===== src/rtl/aes_cbc_sequencer_if.sv =====
// Bundle of every signal between the CBC sequencer, its stream producer/consumer and the
// AES core. 128-bit fields are declared descending: bit 127 here is the block MSB.
// coreResult[135:8] carries the block result and coreResult[7:0] is a tag the sequencer drops.
interface aes_cbc_sequencer_if;
    // IV / configuration load
    logic         ivLoad;
    logic [127:0] ivIn;
    logic         cfgEncOrDec;
    logic [2:0]   cfgKeySize;
    // input block stream
    logic         inValid;
    logic         inReady;
    logic [127:0] inBlock;
    // output block stream
    logic         outValid;
    logic         outReady;
    logic [127:0] outBlock;
    // AES core side
    logic         coreReset;
    logic         coreEncOrDec;
    logic [2:0]   coreKeySize;
    logic [127:0] coreMessage;
    logic         coreDone;
    logic [135:0] coreResult;
    // status
    logic         busy;
    logic         timeoutErr;

    // Sequencer side.
    modport slave (
        input  ivLoad, ivIn, cfgEncOrDec, cfgKeySize,
        input  inValid, inBlock,
        output inReady,
        output outValid, outBlock,
        input  outReady,
        output coreReset, coreEncOrDec, coreKeySize, coreMessage,
        input  coreDone, coreResult,
        output busy, timeoutErr
    );

    // Environment side: block producer/consumer plus the core.
    modport master (
        output ivLoad, ivIn, cfgEncOrDec, cfgKeySize,
        output inValid, inBlock,
        input  inReady,
        input  outValid, outBlock,
        output outReady,
        input  coreReset, coreEncOrDec, coreKeySize, coreMessage,
        output coreDone, coreResult,
        input  busy, timeoutErr
    );
endinterface


===== src/rtl/aes_cbc_sequencer.sv =====
// CBC chaining controller in front of a single-block AES core. Applies the CBC XOR before
// the core when encrypting and after it when decrypting, walks the core through its
// reset/done handshake and flags a core that never finishes.
module aes_cbc_sequencer #(
    parameter int unsigned TIMEOUT_CYCLES = 1024,
    parameter int unsigned CNT_W          = 11
) (
    input logic                  clock,
    input logic                  reset,
    aes_cbc_sequencer_if.slave   bus
);

    typedef enum logic [2:0] {
        StIdle  = 3'd0,
        StLoad  = 3'd1,
        StRun   = 3'd2,
        StHold  = 3'd3,
        StError = 3'd4
    } state_e;

    // Watchdog value seen in the last RUN cycle before the timeout fires.
    localparam logic [CNT_W-1:0] WdogLast = CNT_W'(TIMEOUT_CYCLES - 1);

    state_e state_q, state_d;

    logic [127:0]     chain_q, chain_d;
    logic             chain_valid_q, chain_valid_d;
    logic [127:0]     blk_q, blk_d;       // raw ciphertext kept for the next decrypt chain
    logic [127:0]     msg_q, msg_d;
    logic [127:0]     out_q, out_d;
    logic             enc_q, enc_d;
    logic [2:0]       key_q, key_d;
    logic [CNT_W-1:0] wdog_q, wdog_d;

    logic             in_ready;
    logic [127:0]     result;
    logic [7:0]       unused_tag;

    assign result     = bus.coreResult[135:8];
    assign unused_tag = bus.coreResult[7:0];

    // ivLoad takes priority over a block offered in the same cycle.
    assign in_ready = (state_q == StIdle) && chain_valid_q && !bus.ivLoad;

    // State register.
    always_ff @(posedge clock or negedge reset) begin
        if (!reset) begin
            state_q <= StIdle;
        end else begin
            state_q <= state_d;
        end
    end

    // Next-state and datapath next values.
    always_comb begin
        state_d       = state_q;
        chain_d       = chain_q;
        chain_valid_d = chain_valid_q;
        blk_d         = blk_q;
        msg_d         = msg_q;
        out_d         = out_q;
        enc_d         = enc_q;
        key_d         = key_q;
        wdog_d        = wdog_q;

        case (state_q)
            StIdle: begin
                if (bus.ivLoad) begin
                    chain_d       = bus.ivIn;
                    chain_valid_d = 1'b1;
                    enc_d         = bus.cfgEncOrDec;
                    key_d         = bus.cfgKeySize;
                end else if (bus.inValid && in_ready) begin
                    msg_d   = enc_q ? (bus.inBlock ^ chain_q) : bus.inBlock;
                    blk_d   = bus.inBlock;
                    state_d = StLoad;
                end
            end
            StLoad: begin
                wdog_d  = '0;
                state_d = StRun;
            end
            StRun: begin
                // coreDone outranks a timeout landing in the same cycle.
                if (bus.coreDone) begin
                    if (enc_q) begin
                        out_d   = result;
                        chain_d = result;
                    end else begin
                        out_d   = result ^ chain_q;
                        chain_d = blk_q;
                    end
                    state_d = StHold;
                end else if (wdog_q == WdogLast) begin
                    chain_valid_d = 1'b0;
                    state_d       = StError;
                end else begin
                    wdog_d = wdog_q + 1'b1;
                end
            end
            StHold: begin
                if (bus.outReady) begin
                    state_d = StIdle;
                end
            end
            StError: begin
                if (bus.ivLoad) begin
                    chain_d       = bus.ivIn;
                    chain_valid_d = 1'b1;
                    enc_d         = bus.cfgEncOrDec;
                    key_d         = bus.cfgKeySize;
                    state_d       = StIdle;
                end else begin
                    chain_valid_d = 1'b0;
                end
            end
            default: begin
                state_d = StIdle;
            end
        endcase
    end

    // Datapath registers.
    always_ff @(posedge clock or negedge reset) begin
        if (!reset) begin
            chain_q       <= '0;
            chain_valid_q <= 1'b0;
            blk_q         <= '0;
            msg_q         <= '0;
            out_q         <= '0;
            enc_q         <= 1'b0;
            key_q         <= '0;
            wdog_q        <= '0;
        end else begin
            chain_q       <= chain_d;
            chain_valid_q <= chain_valid_d;
            blk_q         <= blk_d;
            msg_q         <= msg_d;
            out_q         <= out_d;
            enc_q         <= enc_d;
            key_q         <= key_d;
            wdog_q        <= wdog_d;
        end
    end

    // Outputs decoded from the registered state so they clear with the async reset.
    assign bus.inReady      = in_ready;
    assign bus.outValid     = (state_q == StHold);
    assign bus.outBlock     = out_q;
    assign bus.coreReset    = (state_q == StRun);
    assign bus.coreEncOrDec = enc_q;
    assign bus.coreKeySize  = key_q;
    assign bus.coreMessage  = msg_q;
    assign bus.busy         = (state_q == StLoad) || (state_q == StRun) || (state_q == StHold);
    assign bus.timeoutErr   = (state_q == StError);

endmodule

===== src/flat_wrapper.sv =====
// flat-port wrapper written by rule: the top's interface ports become plain ports
module aes_cbc_sequencer_flat 
#(
    parameter int unsigned TIMEOUT_CYCLES = 1024,
    parameter int unsigned CNT_W          = 11
)
  (clock, reset, bus_ivLoad, bus_ivIn, bus_cfgEncOrDec, bus_cfgKeySize, bus_inValid, bus_inBlock, bus_inReady, bus_outValid, bus_outBlock, bus_outReady, bus_coreReset, bus_coreEncOrDec, bus_coreKeySize, bus_coreMessage, bus_coreDone, bus_coreResult, bus_busy, bus_timeoutErr);
  aes_cbc_sequencer_if bus_i ();
  input logic clock;
  input logic reset;
  input wire logic [$bits(bus_i.ivLoad)-1:0] bus_ivLoad;
  input wire logic [$bits(bus_i.ivIn)-1:0] bus_ivIn;
  input wire logic [$bits(bus_i.cfgEncOrDec)-1:0] bus_cfgEncOrDec;
  input wire logic [$bits(bus_i.cfgKeySize)-1:0] bus_cfgKeySize;
  input wire logic [$bits(bus_i.inValid)-1:0] bus_inValid;
  input wire logic [$bits(bus_i.inBlock)-1:0] bus_inBlock;
  output wire logic [$bits(bus_i.inReady)-1:0] bus_inReady;
  output wire logic [$bits(bus_i.outValid)-1:0] bus_outValid;
  output wire logic [$bits(bus_i.outBlock)-1:0] bus_outBlock;
  input wire logic [$bits(bus_i.outReady)-1:0] bus_outReady;
  output wire logic [$bits(bus_i.coreReset)-1:0] bus_coreReset;
  output wire logic [$bits(bus_i.coreEncOrDec)-1:0] bus_coreEncOrDec;
  output wire logic [$bits(bus_i.coreKeySize)-1:0] bus_coreKeySize;
  output wire logic [$bits(bus_i.coreMessage)-1:0] bus_coreMessage;
  input wire logic [$bits(bus_i.coreDone)-1:0] bus_coreDone;
  input wire logic [$bits(bus_i.coreResult)-1:0] bus_coreResult;
  output wire logic [$bits(bus_i.busy)-1:0] bus_busy;
  output wire logic [$bits(bus_i.timeoutErr)-1:0] bus_timeoutErr;
  assign bus_i.ivLoad = bus_ivLoad;
  assign bus_i.ivIn = bus_ivIn;
  assign bus_i.cfgEncOrDec = bus_cfgEncOrDec;
  assign bus_i.cfgKeySize = bus_cfgKeySize;
  assign bus_i.inValid = bus_inValid;
  assign bus_i.inBlock = bus_inBlock;
  assign bus_inReady = bus_i.inReady;
  assign bus_outValid = bus_i.outValid;
  assign bus_outBlock = bus_i.outBlock;
  assign bus_i.outReady = bus_outReady;
  assign bus_coreReset = bus_i.coreReset;
  assign bus_coreEncOrDec = bus_i.coreEncOrDec;
  assign bus_coreKeySize = bus_i.coreKeySize;
  assign bus_coreMessage = bus_i.coreMessage;
  assign bus_i.coreDone = bus_coreDone;
  assign bus_i.coreResult = bus_coreResult;
  assign bus_busy = bus_i.busy;
  assign bus_timeoutErr = bus_i.timeoutErr;
  aes_cbc_sequencer #(.TIMEOUT_CYCLES(TIMEOUT_CYCLES), .CNT_W(CNT_W)) u_core (.clock(clock), .reset(reset), .bus(bus_i));
endmodule

===== config.mk =====
export PLATFORM = sky130hd
export DESIGN_NAME = aes_cbc_sequencer_flat
export DESIGN_NICKNAME = d
export VERILOG_FILES = /design/src/rtl/aes_cbc_sequencer_if.sv /design/src/rtl/aes_cbc_sequencer.sv /design/src/flat_wrapper.sv
export SDC_FILE = /design/constraint.sdc
export NUM_CORES = 1
export LEC_CHECK = 0
export BUFFER_PORTS_ARGS = -buffer_cell sky130_fd_sc_hd__buf_4
export CELL_PAD_IN_SITES_DETAIL_PLACEMENT = 0
export CELL_PAD_IN_SITES_GLOBAL_PLACEMENT = 2
export CORE_MARGIN = 2
export CORE_UTILIZATION = 32
export DETAILED_ROUTE_END_ITERATION = 6
export GPL_ROUTABILITY_DRIVEN = 0
export PLACE_DENSITY_LB_ADDON = 0.1
export SLEW_MARGIN = 30
export SYNTH_ARGS = -nofsm -noshare
export SYNTH_HDL_FRONTEND = slang
export SYNTH_SLANG_ARGS = --single-unit

===== constraint.sdc =====
create_clock -name clock -period 2.3 [get_ports clock]
set_clock_uncertainty 0.05 [all_clocks]
set_input_delay 0.23 -clock clock [delete_from_list [all_inputs] [get_ports clock]]
set_output_delay 0.23 -clock clock [all_outputs]
set_load 0.02 [all_outputs]

* After elaboration in Yosys (flattened, before gate mapping)
Index checks and enable logic that the tools add are counted.
** Word-level totals
- Bits in registers :: 531
- Latch bits :: 0
- Memory bits (writable) :: 0
- ROM bits :: 0
- Input port bits :: 402
- Output and inout port bits :: 265
- Logic and storage cells :: 68
- Memories kept :: 0
** Cells by class
- Add/sub/neg operators :: 1
- $mul :: 0
- Div/mod/pow operators :: 0
- Order comparisons :: 0
- Equal/unequal tests :: 16
- Shift-type cells :: 0
- Mux-type cells :: 21
- Bitwise operators :: 3
- Reductions and logical operators :: 18
** Operators with widths (number)
- 128-bit two-way mux :: 5
- 128-bit case mux with 2 select lines :: 1
- 128-bit XOR :: 2
- 11-bit two-way mux :: 2
- 11-bit case mux with 2 select lines :: 1
- 3-bit two-way mux :: 6
- 3-bit case mux with 5 select lines :: 1
- 2-bit inequality test (second input constant) :: 6
- 11-bit by 1-bit adder with 11-bit output (second input constant) :: 1
- 11-bit by 10-bit equality test with 1-bit output (second input constant) :: 1
- 3-bit AND reduction :: 3
- 2-bit by 1-bit inequality test with 1-bit output (second input constant) :: 4
- 3-bit by 2-bit equality test with 1-bit output (second input constant) :: 2
- 5-bit AND reduction :: 1
- 1-bit two-way mux :: 4
- 2-bit AND reduction :: 2
- 4-bit AND reduction :: 1
- 2-bit nonzero test :: 2
- 3-bit by 1-bit equality test with 1-bit output (second input constant) :: 1
- 3-bit equality test (second input constant) :: 1
- 1-bit logical AND :: 3
- 3-bit logical NOT :: 1
- 3-bit by 1-bit inequality test with 1-bit output (second input constant) :: 1
- 1-bit case mux with 3 select lines :: 1
- other kinds (5) :: 6

* Depth between registers and ports, before layout
Gate-level depths: netlist of the first run.
- Depth in word-level cells :: 7
- Gate-level depth with buffers :: 10

* Worst setup path after synthesis of the first run
OpenSTA, ideal clock, no wires.
- Kind :: register to output
- From :: register u_core.state_q[0]
- To :: output bus_inReady
- Arrival time :: 1625 ps
- Setup slack :: 395 ps
- Stages on the path, launching flop included :: 6
- Path buffers :: 3
- Cell sequence :: dfrtp_1 -> buf_2 -> nor2_2 -> clkbuf_1 -> clkbuf_1 -> and3_1
** Between the ends
- Cells in the longest elaborated chain, start to end :: 3
** RTL lines
- from (decl) :: line aes_cbc_sequencer.sv:24 : state_e state_q, state_d;
- from (signal assigned) :: line aes_cbc_sequencer.sv:48 : state_q <= StIdle;
- from (signal assigned) :: line aes_cbc_sequencer.sv:50 : state_q <= state_d;
- 3-bit logical NOT :: line aes_cbc_sequencer.sv:43 : assign in_ready = (state_q == StIdle) && chain_valid_q && !bus.ivLoad;
- 1-bit logical AND (2 in a row) :: line aes_cbc_sequencer.sv:43
- to (decl) :: line flat_wrapper.sv:17 : output wire logic [$bits(bus_i.inReady)-1:0] bus_inReady;
No other way between the ends.

* Final worst setup path of the first run
- From :: register u_core.state_q[1]
- To :: register u_core.chain_q[88]
** Between the ends
- Cells in the longest elaborated chain, start to end :: 4
** RTL lines
- 3-bit equality test or 3-bit logical NOT (tied branches) :: line aes_cbc_sequencer.sv:66 : case (state_q)
- 2-bit OR reduction (no source line)
- 2-bit by 1-bit inequality test with 1-bit output (no source line) or 2-bit nonzero test (tied branches)
- 3-bit AND reduction (no source line)
- to (signal assigned) :: line aes_cbc_sequencer.sv:135 : chain_q <= chain_d;
- to (decl) :: line aes_cbc_sequencer.sv:26 : logic [127:0] chain_q, chain_d;
Parallel ways exist; a longest one is shown, timed or not.
A chain may end at the register's enable or synchronous reset.

==> out/metrics.csv, run 1 <==
stage,metric,value,unit
synth,netlist_area,25400,um^2
layout,area_growth,50.1,%
clock_tree,worstSkewPairLatency,0.60,ns
clock_tree,cts-root-buf,clkbuf_16,
place,post-place-cells,4195,
layout,utilization,48.4,%
sta,finalCriticalPeriod,2.17,ns
setup_path,path_max_fanout,31,
clock_tree,clock_path_buffers,3,
synth,synth_top_area_share,52.3,%
grt,grt_max_degree,120,
synth,synth.distinct_cells,47,
sta,clock.fmax,461,MHz
synth,syn_nets,2989,
synth,synth_simple_gate_area_share,13.7,%
grt,grt_pass1_vias,22300,
synth,synth_edf_count,0,
clock_tree,clk_pin_slew,0.06,ns
setup_path,startpoint,u_core.state_q[1]$_DFFE_PN0P_,
synth,ys_seq_elements,531,
power,power.leakage,16.9,nW
setup_path,cp-start-kind,register,
floorplanning,die_h,286,um
floorplanning,chipWidth,286,um
setup_path,required,2.78,ns
layout,stdcell_area,38100,um^2
synth,synth_top_family_by_area,simple AND/OR/NAND/NOR gates,
run_status,status,"complete, no violations",
clock_tree,htree_levels,3,
synth,synth_top_cell_by_area,dfrtp_1,
synth,syn_area_per_cell,9.82,um^2
detailed_routing,vias,21700,
floorplanning,rows,103,
clock_tree,cts_tree,done,
detailed_routing,wirelength,88.9,mm
setup_path,timing.rr.start,u_core.state_q[1]$_DFFE_PN0P_,
synth,synth-xor-area-share,8.83,%
synth,synth_compound_area_share,10.9,%
hold_path,hp-start,bus_ivLoad,
sta,setup_viol,0,
synth,yosys-top-cells-area,"dfrtp_1 52%, a21oi_1 7.6%, nor2_1 5.8%, mux2i_1 5.0%, xnor2_1 4.4%",
layout,layout.cells.non_filler,4720,
synth,yosysMostFrequentCell,dfrtp_1,
place,postPlaceCellArea,32000,um^2
hold_path,whs_path_depth,4,
synth,ys_seq_area_share,52.3,%
synth,synthAdderAreaFrac,0.0493,%
layout,fin_nets,4013,
run,cap_violations,0,
synth,yosys-top-cells-count,"531 x dfrtp_1, 391 x nor2_1, 386 x a21oi_1, 264 x nand2_1",
detailed_routing,wire_per_inst,18.8,um
floorplanning,design.core.area,78700,um^2
clock_tree,numCtsBuffers,67,
detailed_routing,routed_via_density,4.59,
setup_path,r2r_slack,0.13,ns
setup_path,timing.rr.end,u_core.chain_q[88]$_DFFE_PN0P_,
grt,grt_pass1_wl,136,mm
power,ir_drop,920,uV
synth,muxShareOfSynthArea,10.9,%
grt,overflow,0,
detailed_routing,drtPass1Iterations,5,
hold_path,hold_end,u_core.state_q[2]$_DFFE_PN0P_,
sta,slew_headroom,56.5,%
grt,antenna_found_initial,15,
setup_path,worstSetupEndpointType,register,
synth,ys_warn_count,0,
detailed_routing,drt_first_iter_violations,1035,
floorplanning,io_pins,667,
sta,rsz0062_at_grt,false,
clock_tree,clock_sinks,531,
detailed_routing,antenna_left,0,
detailed_routing,drc_errors,0,
place,dp_hpwl,61.8,mm
setup_path,path_class,reg2reg,
sta,tightest_slew,0.652,ns
sta,period_share,94.4,%
floorplanning,die_area,81700,um^2
place,port_buffers,658,
setup_path,worstRegToRegCells,6,
hold_path,hold_path_class,in2reg,
synth,async_flop_share,100,%
layout,drive_above_1_share,23.9,%
synth,synthFlopType,dfrtp_1,
floorplanning,initial_core_util,32.3,%
sta,slew_violations,0,
sta,tns,0,ns
synth,syn_inst,2586,
grt,grtUsageTotal,21.5,%
power,power_density,1350,nW/um^2
power,total_power,51.3,mW
sta,final-hold-violation-count,0,
setup_path,cp.arrival,2.65,ns
[per-layer routing]
metal,routed length [um],vias to the layer above,global-route usage [%]
met5,94,-,0
met4,2550,16,7.09
met3,5630,125,5.21
met2,44000,517,36.6
met1,36600,10400,26.6
li1,-,10700,-
[per-stage QoR]
stage	setup slack (ns)	hold WS, ns
global route	0.00157	0.117
CTS	0.0441	0.0738
finish	0.129	0.104
floorplan	0.395	-0.116
detailed placement	0.265	0.151
global placement	0.293	0.145
[repair_timing]
action / CTS / global route
pin swaps: 1 / 0
resized for setup: 3 / 2
cloned: 2 / 0
setup endpoints to repair: 2 / 2
endpoints found under the hold margin: 764 / 0
hold buffers: 394 / 0
buffers inserted: 1 / 0
[worst max path at each step]
stage               slack (ns)                             endpoint  cells after the start
floorplan                 0.40                          bus_inReady                      5
detailed placement        0.27  u_core.bus.outBlock[93]$_DFFE_PN0P_                      4
global placement          0.29  u_core.bus.outBlock[84]$_DFFE_PN0P_                      4
finish                    0.13       u_core.chain_q[88]$_DFFE_PN0P_                      6
global route             0.002       u_core.chain_q[10]$_DFFE_PN0P_                      7
CTS                       0.04       u_core.chain_q[88]$_DFFE_PN0P_                      6
[report_power, final]
part           switching [mW]  total (mW)  internal (mW)
registers                2.75        16.6           13.9
clock network            4.19        10.2           6.03
logic                    13.9        24.5           10.6
total                    20.8        51.3           30.5
[critical path, stage by stage (launching register included)]
cell and delay (ns):
dfrtp_2 0.49, nor2_4 0.21, buf_4 0.18, bufbuf_16 0.37, a21oi_1 0.10, dlygate4sd3_1 0.57, o21ai_1 0.12
[registers in the layout (all words and copies together), names as in the netlist]
signal / count
u_core.bus.coreMessage: 128
u_core.blk_q: 128
u_core.state_q: 3
u_core.wdog_q: 11
u_core.bus.coreEncOrDec: 1
u_core.chain_q: 128
u_core.chain_valid_q: 1
u_core.bus.coreKeySize: 3
u_core.bus.outBlock: 128
[logic make-up (layout without fill, tap and decap cells)]
| kind of cell | after synthesis | in the layout |
|---|---|---|
| AOI/OAI and AO/OA | 540 | 540 |
| xor gates and xnor gates | 256 | 256 |
| adders and majority gates | 1 | 1 |
| buffers and inverters | 183 | 1256 |
| DFF | 531 | 531 |
| muxes | 260 | 260 |
| other | 0 | 11 |
| and+or+nand+nor | 815 | 815 |
[cell usage in the layout, fill, tap and decap left out, types with 3 or more instances in the layout]
| master | netlist | final |
|---|---|---|
| a21oi_1 | 386 | 386 |
| and2_1 | 3 | 3 |
| buf_12 | 0 | 39 |
| buf_4 | 12 | 694 |
| clkbuf_1 | 88 | 25 |
| clkbuf_16 | 0 | 70 |
| clkbuf_8 | 0 | 13 |
| clkinv_2 | 0 | 5 |
| clkinv_8 | 0 | 3 |
| dfrtp_1 | 531 | 528 |
| diode_2 | 0 | 11 |
| dlygate4sd3_1 | 0 | 394 |
| inv_1 | 7 | 6 |
| mux2_1 | 98 | 98 |
| mux2_2 | 34 | 34 |
| mux2i_1 | 128 | 128 |
| nand2_1 | 264 | 264 |
| nand3_1 | 5 | 4 |
| nor2_1 | 391 | 391 |
| nor2b_1 | 128 | 128 |
| nor3_1 | 7 | 7 |
| nor3b_1 | 3 | 3 |
| o21a_1 | 3 | 3 |
| o21ai_0 | 66 | 66 |
| o21ai_1 | 66 | 66 |
| o22a_1 | 5 | 5 |
| xnor2_1 | 128 | 128 |
| xor2_1 | 128 | 128 |
[layout make-up]
cell class | instances | area [um^2]
multi-input cells | 1872 | 11300
well taps | 1050 | 1310
inverters | 7 | 26.3
clock buffers | 108 | 2020
flip-flops and latches | 531 | 13300
fillers | 7450 | 40600
clock inverters | 10 | 90.1
diodes | 11 | 27.5
repair buffers | 1131 | 10000
Note: power is estimated with default switching activity, not from simulation.
==> inputs of run 2 (changes only) <==
--- a/config.mk
+++ b/config.mk
@@ -8,11 +8,13 @@
 export BUFFER_PORTS_ARGS = -buffer_cell sky130_fd_sc_hd__buf_4
 export CELL_PAD_IN_SITES_DETAIL_PLACEMENT = 0
 export CELL_PAD_IN_SITES_GLOBAL_PLACEMENT = 2
+export CORE_ASPECT_RATIO = 0.75
 export CORE_MARGIN = 2
 export CORE_UTILIZATION = 32
 export DETAILED_ROUTE_END_ITERATION = 6
 export GPL_ROUTABILITY_DRIVEN = 0
 export PLACE_DENSITY_LB_ADDON = 0.1
+export REMOVE_ABC_BUFFERS = 1
 export SLEW_MARGIN = 30
 export SYNTH_ARGS = -nofsm -noshare
 export SYNTH_HDL_FRONTEND = slang
==> run 2 against run 1 <==
Effect of this change: combinational power grew 2%; largest cell class unchanged; setup slack got worse by 0.071 ns; critical path type unchanged; first-iteration DRC count rose by 0.19%; core utilization up 0.37 points; sequential power hardly changed.
==> out/metrics.csv, run 2 (synthesized netlist as in run 1, its figures left out) <==
stage,metric,value,unit,change
power,p_switching,20.5,mW,-1.2%
clock_tree,clock_sinks,531,,unchanged
setup_path,crit_end,u_core.chain_q[97]$_DFFE_PN0P_,,
floorplanning,chipWidth,329,um,+15%
floorplanning,initial_core_util,32.3,%,+0.051 points
floorplanning,rows,89,,-14%
place,post-place-cells,4195,,unchanged
setup_path,r2r_slack,0.06,ns,-0.07 ns
detailed_routing,drc_errors,0,,unchanged
layout,layout.cells.non_filler,4737,,+0.36%
grt,grt_pass1_vias,22200,,-0.40%
clock_tree,clock_path_buffers,3,,unchanged
layout,final_cell_mix,"700 x buf_4, 528 x dfrtp_1, 431 x dlygate4sd3_1",,
floorplanning,die_h,248,um,-13%
setup_path,worstSetupEndpointType,register,,
setup_path,worstRegToRegCells,7,,+1
layout,stdcell_area,38400,um^2,+0.60%
sta,period_share,97.5,%,+3.1 points
grt,grt_pass1_wl,130,mm,-4.2%
hold_path,hold_path_class,in2async,,
place,dp_hpwl,59.4,mm,-3.8%
setup_path,slowest_delay,0.58,ns,about the same
clock_tree,clk_pin_slew,0.06,ns,about the same
floorplanning,die_area,81700,um^2,about the same
power,p_clk_share,18.3,%,-1.6 points
layout,area_growth,51.0,%,
power,power.leakage,17.0,nW,+0.70%
detailed_routing,wire_per_inst,18.2,um,-3.4%
setup_path,path_class,reg2reg,,
layout,drive_above_1_share,23.7,%,-0.17 points
setup_path,slowest_stage,dlygate4sd3_1,,
sta,tightest_slew,0.660,ns,+0.00804 ns
detailed_routing,drtPass1Iterations,5,,unchanged
detailed_routing,drt_first_iter_violations,1037,,+0.19%
layout,final_common_cell,buf_4,,
detailed_routing,vias,21800,,+0.53%
power,power_density,1330,nW/um^2,-0.96%
place,port_buffers,658,,unchanged
grt,overflow,0,,unchanged
grt,antenna_found_initial,11,,-4
power,switching_share,40.2,%,-0.35 points
detailed_routing,antenna_left,0,,unchanged
setup_path,required,2.76,ns,-0.02 ns
setup_path,cp-start-kind,register,,
detailed_routing,wirelength,86.1,mm,-3.1%
setup_path,startpoint,u_core.bus.coreEncOrDec$_DFFE_PN0P_,,
floorplanning,io_pins,667,,unchanged
sta,slew_headroom,56.0,%,-0.54 points
sta,clock.fmax,446,MHz,-3.2%
grt,grtUsageTotal,20.5,%,-0.96 points
clock_tree,cts_tree,done,,
clock_tree,worstSkewPairLatency,0.63,ns,+0.03 ns
clock_tree,numCtsBuffers,59,,-12%
layout,fin_nets,4053,,+1.0%
floorplanning,design.core.area,78600,um^2,-0.16%
place,postPlaceCellArea,32000,um^2,about the same
run_status,status,"complete, no violations",,
clock_tree,cts-root-buf,clkbuf_16,,
setup_path,cp.arrival,2.70,ns,+0.05 ns
setup_path,crit_chain,buf_12 -> buf_16 -> mux2i_1 -> nor2_1 -> a21oi_1 -> dlygate4sd3_1 -> o21ai_1,,
grt,grt_max_degree,97,,-19%
power,ir_drop,646,uV,-30%
power,seqPwrFrac,32.6,%,+0.2 points
run,cap_violations,0,,unchanged
sta,setup_viol,0,,unchanged
setup_path,timing.rr.start,u_core.bus.coreEncOrDec$_DFFE_PN0P_,,
sta,finalCriticalPeriod,2.24,ns,+0.0714 ns
sta,final-hold-violation-count,0,,unchanged
power,pwr-share-comb,49.0,%,+1.3 points
sta,rsz0062_at_grt,true,,
power,p_int,30.6,mW,+0.21%
clock_tree,htree_levels,2,,-1
setup_path,path_max_fanout,52,,+68%
setup_path,timing.rr.end,u_core.chain_q[97]$_DFFE_PN0P_,,
sta,slew_violations,0,,unchanged
detailed_routing,routed_via_density,4.60,,+0.17%
## run 2: power by group through the flow
stage	registers [mW]	logic, mW	clock network, mW
final	16.7	25.1	9.38
after global routing	17.2	27.6	10.1
after CTS	16.7	25.3	9.71
after detailed placement	16.8	23.5	0
after global placement	16.6	23.2	0
after floorplan	19.5	9.38	0
## run 2: per-stage QoR
stage	total power [mW]	setup slack, ns	hold slack [ns]	TNS, ns	utilization [%]
2_1_floorplan	28.9	-39.77	-0.116	-	-
3_3_place_gp	39.8	0.236	0.196	0	40.6
5_1_grt	54.9	-0.0362	0.127	-0.0474	48.8
3_5_place_dp	40.3	0.201	0.189	0	40.6
6_report	51.1	0.0573	0.104	0	48.8
4_1_cts	51.7	0.00910	0.0939	0	48.7
## run 2: worst min path at each step
stage / from / end
global placement: reset / u_core.chain_q[4]$_DFFE_PN0P_
detailed placement: reset / u_core.chain_q[4]$_DFFE_PN0P_
floorplan: reset / u_core.blk_q[0]$_DFFE_PN0P_
finish: reset / u_core.chain_q[4]$_DFFE_PN0P_
global route: reset / u_core.bus.outBlock[4]$_DFFE_PN0P_
CTS: reset / u_core.chain_q[4]$_DFFE_PN0P_
## run 2: area by class of cell
cell class,instances,area (um^2)
fill,7477,40300
sequential,531,13300
multi-input combinational,1872,11300
timing repair buffer,1179,10500
clock buffer,85,1760
tap,1046,1310
clock inverter,11,108
inverter,7,26.3
antenna,6,15.0
## run 2: repair_timing
item                                   CTS  global route
buffers inserted                         2             0
gates resized for setup                  4            14
pin swaps                                1             2
endpoints found under the hold margin  706             0
setup endpoints to repair                3            41
cloned                                   2             1
hold buffers                           435             0
## run 2: worst max-delay path, delay by kind of cell (launching register included)
kind                   cells  cell delay, ns
AOI/OAI and AO/OA          2            0.20
buffers and inverters      3            1.10
DFF                        1            0.45
muxes                      1            0.22
and+or+nand+nor            1            0.05
## run 2: layer usage
layer | wire length, um | up-vias | part of all wire, % | global-route usage (%)
met2 | 42300 | 459 | 49 | 35.2
li1 | - | 10700 | - | -
met1 | 37000 | 10500 | 43 | 25.8
met5 | 88 | - | 0.10 | 0
met4 | 2320 | 14 | 2.7 | 6.19
met3 | 4460 | 135 | 5.2 | 4.55
